File: config.mk
export PLATFORM = sky130hd
export DESIGN_NAME = addsub_unit
export DESIGN_NICKNAME = d
export VERILOG_FILES = /design/src/rtl/addsub_unit.sv
export SDC_FILE = /design/constraint.sdc
export NUM_CORES = 1
export LEC_CHECK = 0
export BUFFER_PORTS_ARGS = -buffer_cell sky130_fd_sc_hd__buf_2
export CAP_MARGIN = 20
export CORE_UTILIZATION = 50
export CTS_CLUSTER_DIAMETER = 50
export CTS_CLUSTER_SIZE = 16
export DETAILED_ROUTE_END_ITERATION = 8
export GPL_ROUTABILITY_DRIVEN = 0
export PLACE_DENSITY = 0.7
export SLEW_MARGIN = 20
export SYNTH_ARGS = -nofsm -noshare
export SYNTH_HDL_FRONTEND = slang
export SYNTH_SLANG_ARGS = --single-unit
File: constraint.sdc
create_clock -name clk -period 3.4 [get_ports clk]
set_clock_uncertainty 0.2 [all_clocks]
set_input_delay 0.68 -clock clk [delete_from_list [all_inputs] [get_ports clk]]
set_output_delay 0.68 -clock clk [all_outputs]
set_load 0.1 [all_outputs]
File: src/rtl/addsub_unit.sv
// Two-stage add/subtract pipeline with a sign-magnitude result and a carry/borrow chain
// register, so that ADDC/SUBB sequences can extend arithmetic across several operations.
module addsub_unit #(
    parameter int unsigned WIDTH = 4,
    parameter int unsigned OPW   = 4
) (
    input  logic             clk,
    input  logic             rst,
    input  logic             in_valid,
    output logic             in_ready,
    input  logic [WIDTH-1:0] a,
    input  logic [WIDTH-1:0] b,
    input  logic [OPW-1:0]   op,
    output logic             out_valid,
    input  logic             out_ready,
    output logic             s,
    output logic [WIDTH:0]   out,
    output logic             zero,
    output logic             carry,
    output logic             err
);

    localparam logic [OPW-1:0] OpAdd  = OPW'(1);
    localparam logic [OPW-1:0] OpSub  = OPW'(2);
    localparam logic [OPW-1:0] OpCmp  = OPW'(3);
    localparam logic [OPW-1:0] OpAddc = OPW'(4);
    localparam logic [OPW-1:0] OpSubb = OPW'(5);

    logic             s1_valid_q;
    logic [WIDTH-1:0] a_q, b_q;
    logic [OPW-1:0]   op_q;
    logic             s2_valid_q;
    logic             cy_q, cy_d;
    logic [WIDTH:0]   out_q;
    logic             s_q, zero_q, carry_q, err_q;

    logic             s1_take, s2_take;
    logic [WIDTH:0]   a_ext, b_ext, cy_ext, raw, raw_neg;
    logic [WIDTH:0]   res_out;
    logic             res_s, res_carry, res_err;

    assign in_ready = !rst && (!s1_valid_q || !s2_valid_q || out_ready);
    assign s1_take  = in_valid && in_ready;
    assign s2_take  = s1_valid_q && (!s2_valid_q || out_ready);

    assign a_ext   = {1'b0, a_q};
    assign b_ext   = {1'b0, b_q};
    assign cy_ext  = {{WIDTH{1'b0}}, cy_q};
    assign raw_neg = ~raw + 1'b1;

    always_comb begin
        raw       = '0;
        res_out   = '0;
        res_s     = 1'b0;
        res_carry = 1'b0;
        res_err   = 1'b0;
        cy_d      = cy_q;
        case (op_q)
            OpAdd, OpAddc: begin
                raw       = (op_q == OpAddc) ? (a_ext + b_ext + cy_ext) : (a_ext + b_ext);
                res_out   = raw;
                res_carry = raw[WIDTH];
                cy_d      = raw[WIDTH];
            end
            OpSub, OpCmp, OpSubb: begin
                raw       = (op_q == OpSubb) ? (a_ext - b_ext - cy_ext) : (a_ext - b_ext);
                res_s     = raw[WIDTH];
                res_out   = raw[WIDTH] ? raw_neg : raw;
                res_carry = raw[WIDTH];
                // CMP only reports; it must not disturb a pending borrow chain
                if (op_q != OpCmp) begin
                    cy_d = raw[WIDTH];
                end
            end
            default: begin
                res_err = 1'b1;
            end
        endcase
    end

    always_ff @(posedge clk or posedge rst) begin
        if (rst) begin
            s1_valid_q <= 1'b0;
            a_q        <= '0;
            b_q        <= '0;
            op_q       <= '0;
            s2_valid_q <= 1'b0;
            cy_q       <= 1'b0;
            out_q      <= '0;
            s_q        <= 1'b0;
            zero_q     <= 1'b0;
            carry_q    <= 1'b0;
            err_q      <= 1'b0;
        end else begin
            if (s1_take) begin
                s1_valid_q <= 1'b1;
                a_q        <= a;
                b_q        <= b;
                op_q       <= op;
            end else if (s2_take) begin
                s1_valid_q <= 1'b0;
            end

            if (s2_take) begin
                s2_valid_q <= 1'b1;
                cy_q       <= cy_d;
                out_q      <= res_out;
                s_q        <= res_s;
                zero_q     <= (res_out == '0);
                carry_q    <= res_carry;
                err_q      <= res_err;
            end else if (out_ready) begin
                s2_valid_q <= 1'b0;
            end
        end
    end

    assign out_valid = s2_valid_q;
    assign out       = out_q;
    assign s         = s_q;
    assign zero      = zero_q;
    assign carry     = carry_q;
    assign err       = err_q;

endmodule

Word-level counts from Yosys, hierarchy flattened
Index checks and enable logic that the tools add are counted.
Word-level totals
  flip-flop bits (word level): 24
  latch bits: 0
  memory bits (writable): 0
  bits in read-only memories: 0
  bits of input ports: 16
  output and inout bits: 11
  word-level logic and storage cells: 55
  memories: 0
Operators by class
  add/sub/neg operators: 5
  $mul: 0
  div/mod/pow operators: 0
  order comparisons: 0
  eq/ne operators: 7
  shift-type cells: 0
  muxes and demuxes: 14
  bitwise operators: 1
  reductions and logical operators: 17
Operators with widths (count)
  $pmux 5 s2: 2
  $mux 5: 3
  $eq 4x2->1 const B: 2
  $eq 4x3->1 const B: 2
  $mux 1: 7
  $reduce_bool 2->1: 3
  $add 4x4->5: 1
  $add 5x1->5: 1
  $add 5x1->5 const B: 1
  $logic_not 5->1: 1
  $not 5->5: 1
  $reduce_or 5->1: 1
  $sub 4x4->5: 1
  $sub 5x1->5: 1
  $eq 4x1->1 const B: 1
  $ne 4x2->1 const B: 1
  $pmux 1 s2: 2
  $logic_and 1x1->1: 3
  $logic_not 1->1: 3
  $logic_or 1x1->1: 3
  $reduce_and 3->1: 1
  $reduce_or 3->1: 1
  $ne 2x2->1 const B: 1
  $reduce_or 2->1: 1

Longest topological paths before layout
  depth in word-level cells: 9
  gate-level depth with buffers: 14
  mapped depth without buffers: 14

Worst setup path after synthesis
No wires, ideal clock.
  path kind: register to register
  start point: reg s2_valid_q (netlist: out_valid)
  end point: reg a_q[0]
  library setup time: 0.125 ns
  arrival: 3.484 ns
  data required time: 3.075 ns
  slack: -0.408 ns
  stages on the path, launching flop included: 6
  path buffers: 1
  clock period less this slack: 3.808 ns
  cell sequence: dfrtp_1 nor2b_1 a21oi_1 nand2_1 buf_1 mux2_2
Between the ends
  cells in the longest elaborated chain, start to end: 5
Ends and longest elaborated chain
  start: declaration: line 32  | logic s2_valid_q;
  start signal: assignment: line 87  | s2_valid_q <= 1'b0;
  start signal: assignment: line 105  | s2_valid_q <= 1'b1;
  start signal: assignment: line 113  | s2_valid_q <= 1'b0;
  $logic_not 1->1: line 42  | assign in_ready = !rst && (!s1_valid_q || !s2_valid_q || out_ready);
  $logic_or 1x1->1 (2 in series): line 42
  $logic_and 1x1->1: line 42
  named net in_ready: line 10  | output logic in_ready,
  $logic_and 1x1->1: line 43  | assign s1_take = in_valid && in_ready;
  end signal: assignment: line 84  | a_q <= '0;
  end signal: assignment: line 97  | a_q <= a;
  end: declaration: line 30  | logic [WIDTH-1:0] a_q, b_q;
The timed path passes the listed nets, and every way through them passes these cells.
A chain may end at the register's enable or synchronous reset.

Worst setup path after layout
  start point: reg a_q[0]
  end point: reg out_q[3] (netlist: out[3])
Between the ends
  cells in the longest elaborated chain, start to end: 8
  elaborated cells on any way between the ends: 11
  classes of those cells: add/sub (5); mux (5); bitwise (1)
Ends and longest elaborated chain
  $sub 4x4->5 or $add 4x4->5 (tied branches): line 66, 60
  $sub 5x1->5 or $add 5x1->5 (tied branches): line 66, 60
  $mux 5 (on tied branches): line 66, 60
  $pmux 5 s2: line 58  | case (op_q)
  $not 5->5: line 49  | assign raw_neg = ~raw + 1'b1;
  $add 5x1->5: line 49
  $mux 5: line 68  | res_out = raw[WIDTH] ? raw_neg : raw;
  $pmux 5 s2 *: line 58
  end signal: assignment: line 107  | out_q <= res_out;
  end: declaration: line 34  | logic [WIDTH:0] out_q;
Every way passes the cells marked *; elsewhere a longest branch is shown, timed or not.

==> flow_metrics.py <==
metrics = {
    "outcome": {
        "status": "finished clean",
    },
    "setup_path": {
        "endpoint_kind": "flop",
        "cp_common_cell": "inv_2",
        "cp_slowest_cell": "or4_4",
        "rr_startpoint": "a_q[0]",
        "cp-start-kind": "flop",
        "cp_top_family": "simple AND/OR/NAND/NOR gates",
        "reg2reg_depth": 13,
        "reg2reg_to": "out[3]",
        "crit_path_max_fanout": 5,
        "path_class": "flop to flop",
        "cp.required_ns": 3.42,
        "startpoint": "a_q[0]",
        "slowest_delay_ns": 0.47,
        "rrSetupSlack_ns": 0.12,
        "path_cells": "inv_1 > ha_2 > inv_2 > fa_1 > inv_2 > ha_4 > inv_2 > or4_4 > or2_0 > o211ai_2 > and2_4 > o211ai_4 > mux2_4",
        "worstSetupEndpoint": "out[3]",
        "cp.arrival_ns": 3.29,
        "path_buf_inv": 4,
        "cp_num_cells": 13,
    },
    "sta": {
        "fin_crit_sh_pct": 96.4,
        "slew-limit-headroom_pct": 39.4,
        "rsz0062_at_grt": "true",
        "hold_violations": 0,
        "setup_viol": 0,
        "fmax_ghz": 0.305,
        "period_needed_ns": 3.28,
        "final_max_slew_viol_count": 0,
        "worstMarginPinSlew_ns": 0.908,
    },
    "routing": {
        "drt-total-wl_um": 3600,
        "wl_met2_um": 1740,
        "post_drt_wl_per_cell_um": 14.3,
        "ant_nets": 0,
        "drt_first_pass_iters": 5,
        "highest_layer": "met4",
        "drt-met1-wl_um": 1610,
        "via_per_inst": 5.73,
        "drc": 0,
        "met3WireLength_um": 180,
        "num_vias": 1438,
        "drt-initial-drc-count": 91,
    },
    "finish": {
        "fin_cells": 251,
        "area_growth_pct": 14.3,
        "fin_util_pct": 60.5,
        "final_common_cell": "buf_2",
        "final_cell_mix": "26 x buf_2, 24 x dfrtp_1, 13 x mux2_2, 11 x nand2_1, 11 x nor2_1",
        "drive_above_1_share_pct": 34.6,
        "antenna_cells": 0,
        "nets": 237,
    },
    "floorplan": {
        "pin_count": 27,
        "core_area_mm2": 0.00336,
        "die_area_mm2": 0.00380,
        "die_w_um": 61.7,
        "die_y_um": 61.7,
        "rows": 21,
        "initial_core_util_pct": 52.9,
    },
    "logic_synthesis": {
        "synth_area_mm2": 0.00178,
        "mappedNetlistNets": 210,
        "ys_warn_count": 0,
        "synth-edff-count": 0,
        "avgSynthCellArea_um2": 9.95,
        "syn_inst": 179,
        "async_flop_share_pct": 100,
        "synth-seq-cells": 24,
        "ys_seq_area_share_pct": 33.7,
        "synth_ff_type": "dfrtp_1",
        "synth_cell_types": 53,
    },
    "global_route": {
        "antenna_found_initial": 0,
        "grt_pass1_wl_um": 5880,
        "grt_pass1_vias": 1345,
        "grt_util_all_layers_pct": 21.5,
        "grt_max_degree": 25,
        "grt-ovfl-total": 0,
    },
    "power": {
        "p_leak_nw": 0.950,
        "pwr_density_cell_mw_per_mm2": 790,
        "ir_drop_mv": 0.341,
        "totalPowerFinal_mw": 1.61,
    },
    "place": {
        "port_buffers": 26,
        "dpl.hpwl_um": 2790,
        "dp.cells": 244,
    },
    "clock_tree": {
        "clockRootBuffer": "clkbuf_4",
        "holdBufCountCts": 0,
        "cts.sinks": 24,
        "cts_tree": "done",
        "numCtsBuffers": 3,
        "cts.path.max_buffers": 2,
        "htreeDepth": 1,
        "clk-insertion-delay-late_ns": 0.31,
        "clk_pin_slew_ns": 0.13,
    },
    "min_path": {
        "hold_path.class": "flop to flop",
    },
    "job": {
        "maxCapViolations": 0,
    },
}
[worst min-delay path by stage]
stage,endpoint,from,cells after the start,slack (ns)
after floorplan,b_q[3],b_q[3],1,0.31
after global placement,s,s,2,0.26
after detailed placement,out[0],out[0],2,0.27
after CTS,out[0],out[0],2,0.30
after global routing,err,err,2,0.33
final,out[1],out[1],1,0.30
[per-layer routing]
metal / vias up / track usage, %
met5: - / 0
met4: 0 / 8.57
met3: 8 / 2.94
met2: 45 / 35.9
met1: 684 / 28.1
li1: 701 / -
[stage by stage]
stage	hold WS [ns]	setup WS [ns]	area, um2	TNS [ns]
3_3_place_gp	0.261	0.0513	1930	0
3_5_place_dp	0.274	-0.0419	1930	-0.0675
5_1_grt	0.333	-0.0321	2040	-0.0565
2_1_floorplan	0.306	0.265	1780	0
4_1_cts	0.304	0.0101	2010	0
6_report	0.304	0.123	2040	0
[power by group]
part / internal [mW] / switching, mW / total [mW]
sequential: 0.356 / 0.0761 / 0.432
combinational: 0.350 / 0.678 / 1.03
clock: 0.0654 / 0.0837 / 0.149
total: 0.771 / 0.838 / 1.61
[flip-flops by register name, summed over array words and instances, names as in the netlist]
register / flops
out: 5
a_q: 4
b_q: 4
op_q: 4
carry: 1
cy_q: 1
err: 1
out_valid: 1
s: 1
s1_valid_q: 1
zero: 1
[repair_timing]
action	CTS	global route
endpoints found under the setup margin	3	5
setup buffers	2	1
pin swaps	4	10
cloned	0	0
gates resized for setup	8	6
[Yosys cell counts (2+ instances only)]
library cell,instances,area (um2)
buf_1,2,7.51
nand2_1,13,48.8
xnor2_1,2,17.5
xor2_1,4,35.0
a31oi_1,2,12.5
nor2b_1,4,25.0
mux2_2,13,146
a211oi_1,2,15.0
o21ai_0,6,30.0
nor2_1,11,41.3
nand3_1,2,10.0
o21a_1,2,15.0
buf_2,3,15.0
ha_1,13,163
a21oi_1,10,50.1
dfrtp_1,24,601
o22a_1,2,17.5
and3b_1,2,17.5
nor3_1,6,30.0
or4_1,2,15.0
nand2b_1,5,31.3
o211ai_2,2,25.0
o31ai_1,2,15.0
nand4_1,2,12.5
mux2_1,2,22.5
a21o_2,2,17.5
a22oi_1,2,15.0
fa_1,2,40.0
inv_1,11,41.3
[layout make-up]
class	count	area, um2
fillers	299	1330
clock buffers	4	36.3
inverters	11	41.3
flip-flops and latches	24	601
multi-input cells	137	1150
well taps	46	57.6
repair buffers	29	153
[logic make-up (layout without fill, tap and decap cells)]
kind of cell / Yosys count / after routing / synth area share, %
AO/OA/AOI/OAI: 41 / 41 / 16.9
XOR/XNOR: 8 / 8 / 5.13
adder cells (fa/ha/maj): 15 / 15 / 11.4
buffers and inverters: 18 / 44 / 4.64
flip-flops: 24 / 24 / 33.7
multiplexers: 15 / 15 / 9.49
AND/OR/NAND/NOR: 58 / 58 / 18.7
Note: power is estimated with default switching activity, not from simulation.
